==> config.mk <==
export PLATFORM = sky130hd
export DESIGN_NAME = uart_tx_scheduler_flat
export DESIGN_NICKNAME = d
export VERILOG_FILES = /design/src/rtl/uart_tx_scheduler_if.sv /design/src/rtl/uart_tx_scheduler.sv /design/src/flat_wrapper.sv
export SDC_FILE = /design/constraint.sdc
export NUM_CORES = 1
export LEC_CHECK = 0
export CAP_MARGIN = 5
export CORE_ASPECT_RATIO = 1.2
export CORE_UTILIZATION = 30
export CTS_CLUSTER_SIZE = 28
export DETAILED_ROUTE_END_ITERATION = 12
export DONT_BUFFER_PORTS = 1
export PLACE_DENSITY = 0.44
export SYNTH_ARGS = -nofsm -noshare
export SYNTH_HDL_FRONTEND = slang
export SYNTH_SLANG_ARGS = --single-unit
export TNS_END_PERCENT = 100
==> constraint.sdc <==
create_clock -name clk -period 7.2 [get_ports clk]
set_input_delay 0.72 -clock clk [delete_from_list [all_inputs] [get_ports clk]]
set_output_delay 0.72 -clock clk [all_outputs]
set_load 0.03 [all_outputs]
==> src/rtl/uart_tx_scheduler_if.sv <==
// uart_tx_scheduler_if: requester byte streams plus TX engine handshake seen by the scheduler
interface uart_tx_scheduler_if #(
  parameter int NUM_REQ = 4
);
  localparam int IW = $clog2(NUM_REQ);
  logic [NUM_REQ-1:0]   req_valid;
  logic [8*NUM_REQ-1:0] req_data;
  logic [NUM_REQ-1:0]   req_last;
  logic [NUM_REQ-1:0]   req_ready;
  logic                 tx_start;
  logic [7:0]           tx_data;
  logic                 tx_done;
  logic [IW-1:0]        grant_id;
  logic                 grant_active;
  logic                 timeout_err;
  modport master (
    output req_valid, req_data, req_last, tx_done,
    input  req_ready, tx_start, tx_data, grant_id, grant_active, timeout_err
  );
  modport slave (
    input  req_valid, req_data, req_last, tx_done,
    output req_ready, tx_start, tx_data, grant_id, grant_active, timeout_err
  );
endinterface

==> src/rtl/uart_tx_scheduler.sv <==
// uart_tx_scheduler: round-robin sharing of one UART TX byte engine across NUM_REQ message sources
module uart_tx_scheduler #(
  parameter int NUM_REQ        = 4,
  parameter int MAX_BURST      = 8,
  parameter int GAP_CYCLES     = 16,
  parameter int TIMEOUT_CYCLES = 4096
) (
  input logic                clk,
  input logic                rst,
  uart_tx_scheduler_if.slave bus
);
  localparam int IW = $clog2(NUM_REQ);
  localparam logic [1:0] IDLE = 2'd0, SEND = 2'd1, WAIT = 2'd2, GAP = 2'd3;
  localparam logic [7:0]  BURST_MAX = 8'(MAX_BURST);
  localparam logic [15:0] GAP_LAST  = (GAP_CYCLES == 0) ? 16'd0 : 16'(GAP_CYCLES - 1);
  localparam logic [31:0] TO_LAST   = 32'(TIMEOUT_CYCLES - 1);
  logic [1:0]    r_state;
  logic [IW-1:0] r_gid;
  logic          r_active;
  logic          r_err;
  logic          r_last;
  logic [7:0]    r_data;
  logic [7:0]    r_burst;
  logic [15:0]   r_gap;
  logic [31:0]   r_to;
  logic          w_start;
  logic [7:0]    w_byte;
  logic [IW-1:0] w_pick;
  logic [IW-1:0] w_idx;
  // descending scan so the nearest valid index after the last grantee wins
  always_comb begin
    w_pick = r_gid;
    w_idx  = r_gid;
    for (int k = NUM_REQ; k >= 1; k--) begin
      w_idx = IW'((int'(r_gid) + k) % NUM_REQ);
      w_pick = bus.req_valid[w_idx] ? w_idx : w_pick;
    end
  end
  assign w_start          = (r_state == SEND) && bus.req_valid[r_gid];
  assign w_byte           = bus.req_data[8*r_gid +: 8];
  assign bus.tx_start     = w_start;
  assign bus.tx_data      = w_start ? w_byte : r_data;
  assign bus.req_ready    = w_start ? (NUM_REQ'(1) << r_gid) : '0;
  assign bus.grant_id     = r_gid;
  assign bus.grant_active = r_active;
  assign bus.timeout_err  = r_err;
  always_ff @(posedge clk or posedge rst)
    if (rst) begin
      r_state  <= IDLE;
      r_gid    <= IW'(NUM_REQ - 1);
      r_active <= 1'b0;
      r_err    <= 1'b0;
      r_last   <= 1'b0;
      r_data   <= 8'h00;
      r_burst  <= 8'd0;
      r_gap    <= 16'd0;
      r_to     <= 32'd0;
    end else
      case (r_state)
        IDLE:
          if (|bus.req_valid) begin
            r_gid    <= w_pick;
            r_active <= 1'b1;
            r_burst  <= 8'd0;
            r_state  <= SEND;
          end
        SEND:
          if (w_start) begin
            r_data  <= w_byte;
            r_last  <= bus.req_last[r_gid];
            r_burst <= (r_burst == BURST_MAX) ? r_burst : r_burst + 8'd1;
            r_to    <= 32'd0;
            r_state <= WAIT;
          end else begin
            r_active <= 1'b0;
            r_gap    <= 16'd0;
            r_state  <= GAP;
          end
        WAIT:
          if (bus.tx_done) begin
            if (r_last || r_burst == BURST_MAX) begin
              r_active <= 1'b0;
              r_gap    <= 16'd0;
              r_state  <= GAP;
            end else
              r_state <= SEND;
          end else if (r_to == TO_LAST) begin
            r_err    <= 1'b1;
            r_active <= 1'b0;
            r_gap    <= 16'd0;
            r_state  <= GAP;
          end else
            r_to <= r_to + 32'd1;
        default:
          if (r_gap >= GAP_LAST)
            r_state <= IDLE;
          else
            r_gap <= r_gap + 16'd1;
      endcase
endmodule

==> src/flat_wrapper.sv <==
// flat-port wrapper written by rule: the top's interface ports become plain ports
module uart_tx_scheduler_flat 
#(
  parameter int NUM_REQ        = 4,
  parameter int MAX_BURST      = 8,
  parameter int GAP_CYCLES     = 16,
  parameter int TIMEOUT_CYCLES = 4096
)
  (clk, rst, bus_req_valid, bus_req_data, bus_req_last, bus_tx_done, bus_req_ready, bus_tx_start, bus_tx_data, bus_grant_id, bus_grant_active, bus_timeout_err);
  uart_tx_scheduler_if #(.NUM_REQ(NUM_REQ)) bus_i ();
  input logic clk;
  input logic rst;
  input wire logic [$bits(bus_i.req_valid)-1:0] bus_req_valid;
  input wire logic [$bits(bus_i.req_data)-1:0] bus_req_data;
  input wire logic [$bits(bus_i.req_last)-1:0] bus_req_last;
  input wire logic [$bits(bus_i.tx_done)-1:0] bus_tx_done;
  output wire logic [$bits(bus_i.req_ready)-1:0] bus_req_ready;
  output wire logic [$bits(bus_i.tx_start)-1:0] bus_tx_start;
  output wire logic [$bits(bus_i.tx_data)-1:0] bus_tx_data;
  output wire logic [$bits(bus_i.grant_id)-1:0] bus_grant_id;
  output wire logic [$bits(bus_i.grant_active)-1:0] bus_grant_active;
  output wire logic [$bits(bus_i.timeout_err)-1:0] bus_timeout_err;
  assign bus_i.req_valid = bus_req_valid;
  assign bus_i.req_data = bus_req_data;
  assign bus_i.req_last = bus_req_last;
  assign bus_i.tx_done = bus_tx_done;
  assign bus_req_ready = bus_i.req_ready;
  assign bus_tx_start = bus_i.tx_start;
  assign bus_tx_data = bus_i.tx_data;
  assign bus_grant_id = bus_i.grant_id;
  assign bus_grant_active = bus_i.grant_active;
  assign bus_timeout_err = bus_i.timeout_err;
  uart_tx_scheduler #(.NUM_REQ(NUM_REQ), .MAX_BURST(MAX_BURST), .GAP_CYCLES(GAP_CYCLES), .TIMEOUT_CYCLES(TIMEOUT_CYCLES)) u_core (.clk(clk), .rst(rst), .bus(bus_i));
endmodule
== Word-level counts from Yosys, hierarchy flattened ==
Index checks and enable logic that the tools add are counted.
W data, S select, Z words.

* Bits of input ports: 43
* Output and inout port bits: 17
* Flip-flop bits (word level): 71
* Logic and storage cells: 101

* Bitwise gates (word level): 2
* Reductions and logical operators: 17
* Shifts and indexed selects: 2
* $add $sub $neg: 7
* Eq/ne operators: 13
* Magnitude comparators: 6
* Muxes and demuxes: 45

{| class="wikitable"
|+ Operators with widths
! operator !! number
|-
| $mux W32 || 3
|-
| $mux W16 || 5
|-
| $pmux W32 S2 || 1
|-
| $pmux W16 S3 || 1
|-
| $add A32 B1 Y32 const B || 1
|-
| $eq A32 B12 Y1 const B || 1
|-
| $mux W8 || 4
|-
| $shiftx A32 B6 Y8 || 1
|-
| $mux W2 || 9
|-
| $add A16 B1 Y16 const B || 1
|-
| $ge A16 B4 Y1 const B || 1
|-
| $pmux W8 S2 || 1
|-
| $lt A2 B3 Y1 const B || 5
|-
| $bmux W1 S2 || 6
|-
| $mux W1 || 12
|-
| $reduce_and A5 Y1 || 2
|-
| $ne A3 B2 Y1 const B || 3
|-
| $reduce_and A3 Y1 || 3
|-
| $add A8 B1 Y8 const B || 1
|-
| $eq A8 B4 Y1 const B || 1
|-
| $ne A2 B2 Y1 const B || 4
|-
| $reduce_and A4 Y1 || 2
|-
| $reduce_bool A4 Y1 || 2
|-
| $pmux W2 S3 || 1
|-
| other kinds (16) || 21
|}

== Logic depth before layout (Yosys ltp) ==
* Word-level depth: 7
* Gate-level depth with buffers: 11
* Gate-level depth less buffers: 8

== Least setup slack after synthesis ==
OpenSTA, ideal clock, no wires.

* Kind: reg2out
* From: register u_core.r_gid[0], in the netlist u_core.bus.grant_id[0]
* To: output port bus_tx_data[1]
* Stages on the path, launching flop included: 6
* Required time: 6480 ps
* Arrival: 2318 ps
* Path buffers: 2
* Path slack: 4162 ps
* Cells stage by stage: dfstp_2 > buf_2 > mux4_2 > and2_4 > clkbuf_1 > mux2_2

* Longest elaborated chain between the ends: 4
* Elaborated cells between the ends (all ways): 5
* Classes of those cells: shift: 1; mux: 3; reduce/logical: 1

{| class="wikitable"
|+ Ends and longest elaborated chain
! element !! RTL line !! source
|-
| from (decl) || uart_tx_scheduler.sv:18 || <nowiki>logic [IW-1:0] r_gid;</nowiki>
|-
| from (signal assigned) || uart_tx_scheduler.sv:50 || <nowiki>r_gid <= IW'(NUM_REQ - 1);</nowiki>
|-
| from (signal assigned) || uart_tx_scheduler.sv:62 || <nowiki>r_gid <= w_pick;</nowiki>
|-
| $bmux W1 S2 || uart_tx_scheduler.sv:39 || <nowiki>assign w_start = (r_state == SEND) && bus.req_valid[r_gid];</nowiki>
|-
| $mux W1 (not written as such) || uart_tx_scheduler.sv:39 ||
|-
| $logic_and A1 B1 Y1 || uart_tx_scheduler.sv:39 ||
|-
| named net bus_tx_start || flat_wrapper.sv:18 || <nowiki>output wire logic [$bits(bus_i.tx_start)-1:0] bus_tx_start;</nowiki>
|-
| $mux W8 || n/a ||
|-
| to (decl) || flat_wrapper.sv:19 || <nowiki>output wire logic [$bits(bus_i.tx_data)-1:0] bus_tx_data;</nowiki>
|}

The timed path passes the listed nets, and every way through them passes these cells. The select of a mux whose other input is x is not followed.

== Worst setup path after layout ==
* From: register u_core.r_gid[1], in the netlist u_core.bus.grant_id[1]
* To: register u_core.r_gap[9]

* Longest elaborated chain between the ends: 5

{| class="wikitable"
|+ Ends and longest elaborated chain
! element !! RTL line !! source
|-
| $bmux W1 S2 || uart_tx_scheduler.sv:39 ||
|-
| $mux W1 (not written as such) || uart_tx_scheduler.sv:39 ||
|-
| $logic_and A1 B1 Y1 || uart_tx_scheduler.sv:39 ||
|-
| named net bus_tx_start || flat_wrapper.sv:18 ||
|-
| $ne A2 B2 Y1 (no line) || n/a ||
|-
| $reduce_and A5 Y1 (no line) || n/a ||
|-
| to (signal assigned) || uart_tx_scheduler.sv:98 || <nowiki>r_gap <= r_gap + 16'd1;</nowiki>
|-
| to (decl) || uart_tx_scheduler.sv:24 || <nowiki>logic [15:0] r_gap;</nowiki>
|}

The timed path passes the listed nets, and every way through them passes these cells. The select of a mux whose other input is x is not followed.
A chain may end at the register's enable or synchronous reset.

==> reports/qor.tcl <==
set qor(irDropWorstVdd_mv) 0.216
set qor(detailed_route_wire_length_per_cell_um) 16.4
set qor(hp-class) {flop to flop}
set qor(drcViolationCount) 0
set qor(finalSetupViolCount) 0
set qor(synthDominantAreaCellType) {dfrtp_1}
set qor(synth_cells) 477
set qor(endpoint_kind) {flop}
set qor(tns_ns) 0
set qor(seq_area_frac_synth_pct) 39.8
set qor(max_cap_viol_count) 0
set qor(cts_buffers) 9
set qor(dp.final_hpwl_mm) 7.62
set qor(first_global_vias) 3676
set qor(totalWireLength_mm) 11.0
set qor(antenna_found_initial) 0
set qor(grt_max_degree) 72
set qor(total_via_count_after_detailed_routing) 3645
set qor(power-per-cell-area_nw_per_um2) 374
set qor(fp-row-count) 48
set qor(share_of_async_settable_or_async_resettable_flops_after_synthesis_pct) 100
set qor(timing.hold.worst_endpoint) {u_core.r_gap[15]}
set qor(ant_nets) 0
set qor(finish.net_count) 521
set qor(clkTransAtPathRegs_ns) 0.06
set qor(setup.reg_to_reg.worst_slack_ns) 3.59
set qor(status) {finished clean}
set qor(min_path_cells) 1
set qor(clock_tree.htree_level_count) 3
set qor(drt-pass1-iter-count) 6
set qor(synthesis.area_um2) 4470
set qor(critPathArrivalTime_ns) 3.85
set qor(area_growth_pct) 9.92
set qor(placement.cell_area_um2) 4630
set qor(viasPerCell) 5.43
set qor(drt_first_iter_violations) 156
set qor(insertion_delay_ns) 0.34
set qor(cts_tree) {yes}
set qor(cts_buffer_depth) 2
set qor(final_total_power_w) 0.00184
set qor(synthesis.yosys.warnings) 0
set qor(cp_cell_sequence) {mux4_2 > and2_4 > a21oi_2 > nand3_1 > or2_1 > o41ai_1}
set qor(die_w_um) 113
set qor(timing.critical_path.max_delay_family) {simple AND/OR/NAND/NOR gates}
set qor(starting_density_of_the_core_pct) 30.9
set qor(timing.rr.start) {u_core.bus.grant_id[1]}
set qor(finalClockSkew_ns) 0.00875
set qor(synth_area_leaders) {dfrtp_1, mux4_2, mux2_2}
set qor(post-route-min-period_ns) 3.61
set qor(power_leakage_nw) 1.97
set qor(fraction_of_layout_cells_with_a_size_suffix_above_1_pct) 13.0
set qor(most_instantiated_library_cell_after_synthesis) {dfrtp_1}
set qor(ys_top_cells_by_count) {dfrtp_1, nand2_1, nor2_1}
set qor(die_h_um) 136
set qor(hold_viol_final) 0
set qor(post_synth.cell_area_avg_um2) 9.36
set qor(hold_buffers) 0
set qor(worstHoldStart) {u_core.r_gap[15]}
set qor(r2r.worst_path.cells) 6
set qor(crit_path_start) {u_core.bus.grant_id[1]}
set qor(fp.coreArea_um2) 14500
set qor(synth.net_count) 532
set qor(max_stage_delay_ns) 0.85
set qor(hold_ws_ns) 0.500
set qor(cts-root-buf) {clkbuf_16}
set qor(worstPathBufferInverterCount) 0
set qor(slew_headroom_pct) 37.1
set qor(tritoncts_num_sinks) 71
set qor(yosys_register_bits) 71
set qor(synth_top_flop_cell) {dfrtp_1}
set qor(critical_path.max_fanout) 21
set qor(layout.cell_area.non_filler_um2) 4910
set qor(fmaxAchievable_mhz) 277
set qor(global_route_wire_length_before_repair_mm) 18.6
set qor(slew_of_the_pin_with_the_lowest_slew_margin_ns) 0.938
set qor(synth-edff-count) 0
set qor(regToRegEndpoint) {u_core.r_gap[9]}
set qor(gr-usage-all-layers_pct) 15.4
set qor(type_of_origin_of_the_critical_path) {flop}
set qor(ioPinCount) 60
set qor(port_buffers) 0
set qor(cts-resized-gates) 0
set qor(ys_types) 54
set qor(antenna_cells_inserted) 0
set qor(post-cts-setup-buffer-count) 0
set qor(timing.final.max_slew_violations) 0
set qor(grt_overflow_total) 0
set qor(final.fill_count) 1509
set qor(unrepaired_setup_endpoints_after_global_routing) {false}
set qor(timing.setup.critical_path_class) {flop to flop}
set qor(globalplace.congestion) 0.769
set qor(timing.critical_path.slowest_stage_cell) {dfstp_2}
set qor(timing.final.crit_share_pct) 50.2
set qor(cp.required_ns) 7.43
set qor(fp.dieArea_um2) 15400
set qor(post_synth_top_area_share_pct) 38.7
## area by class of cell
class | instances | area (µm²) | share of cell area, %
clock inverter | 4 | 20.0 | 0.408
multi-input combinational | 369 | 2540 | 51.7
clock buffer | 12 | 256 | 5.22
inverter | 13 | 48.8 | 0.994
timing repair buffer | 2 | 15.0 | 0.306
tap | 200 | 250 | 5.10
sequential | 71 | 1780 | 36.2
## metal layers
metal,wire length (µm),global-route usage (%)
met5,0,0
met4,235,7.75
met3,439,3.36
met2,5360,24.6
met1,5000,19.7
## per-stage QoR
step	std cells	utilization, %	setup slack (ns)
global placement	655	32.0	3.63
finish	671	33.9	3.59
CTS	671	33.9	3.51
global route	671	33.9	3.33
detailed placement	655	32.0	3.52
floorplan	477	-	4.16
## registers in the layout, summed over array words and instances, names as in the netlist
register / flops
u_core.bus.grant_id: 2
u_core.r_last: 1
u_core.r_state: 2
u_core.r_gap: 16
u_core.r_burst: 8
u_core.bus.grant_active: 1
u_core.r_to: 32
u_core.r_data: 8
u_core.bus.timeout_err: 1
## layout by cell type, fill, tap and decap left out, types with 8 or more instances in the layout
master      n
dfrtp_1    69
nand2_1    49
nor2_1     38
o21ai_0    36
nand3_1    23
a21oi_1    21
nand4_1    18
mux2_2     18
o31ai_1    15
and3_1     14
inv_1      12
mux4_2     12
nor4_1     12
ha_1       12
or4_1       9
clkbuf_16   9
or3_1       8
## worst max path at each step
stage | end | slack, ns | cells past startpoint
2_1_floorplan | bus_tx_data[1] | 4.16 | 5
3_3_place_gp | u_core.r_gap[9] | 3.63 | 6
3_5_place_dp | u_core.r_gap[9] | 3.52 | 6
4_1_cts | u_core.r_gap[9] | 3.51 | 6
5_1_grt | u_core.r_gap[9] | 3.33 | 6
6_report | u_core.r_gap[9] | 3.59 | 6
## where the power goes
group | switching, W | internal, W
Combinational | 0.000556 | 0.000287
Sequential | 0.000104 | 0.000467
Clock | 0.000173 | 0.000250
Total | 0.000832 | 0.00100
## worst register-to-register path, delay by kind of cell, from the launching register on
kind | cells | cell delay, ns
DFF | 1 | 0.85
muxes | 1 | 0.66
AOI/OAI and AO/OA | 2 | 0.57
and+or+nand+nor | 3 | 1.42
## logic make-up (layout without fill, tap and decap cells)
group	after synthesis	after routing	share of synthesized area (%)
xor gates and xnor gates	10	10	1.96
DFF	71	71	39.8
and+or+nand+nor	197	197	22.9
AOI/OAI and AO/OA	113	113	16.5
buffers and inverters	37	31	3.31
muxes	37	37	12.2
adders and majority gates	12	12	3.36
No activity file was read; power rests on OpenSTA's default activity.
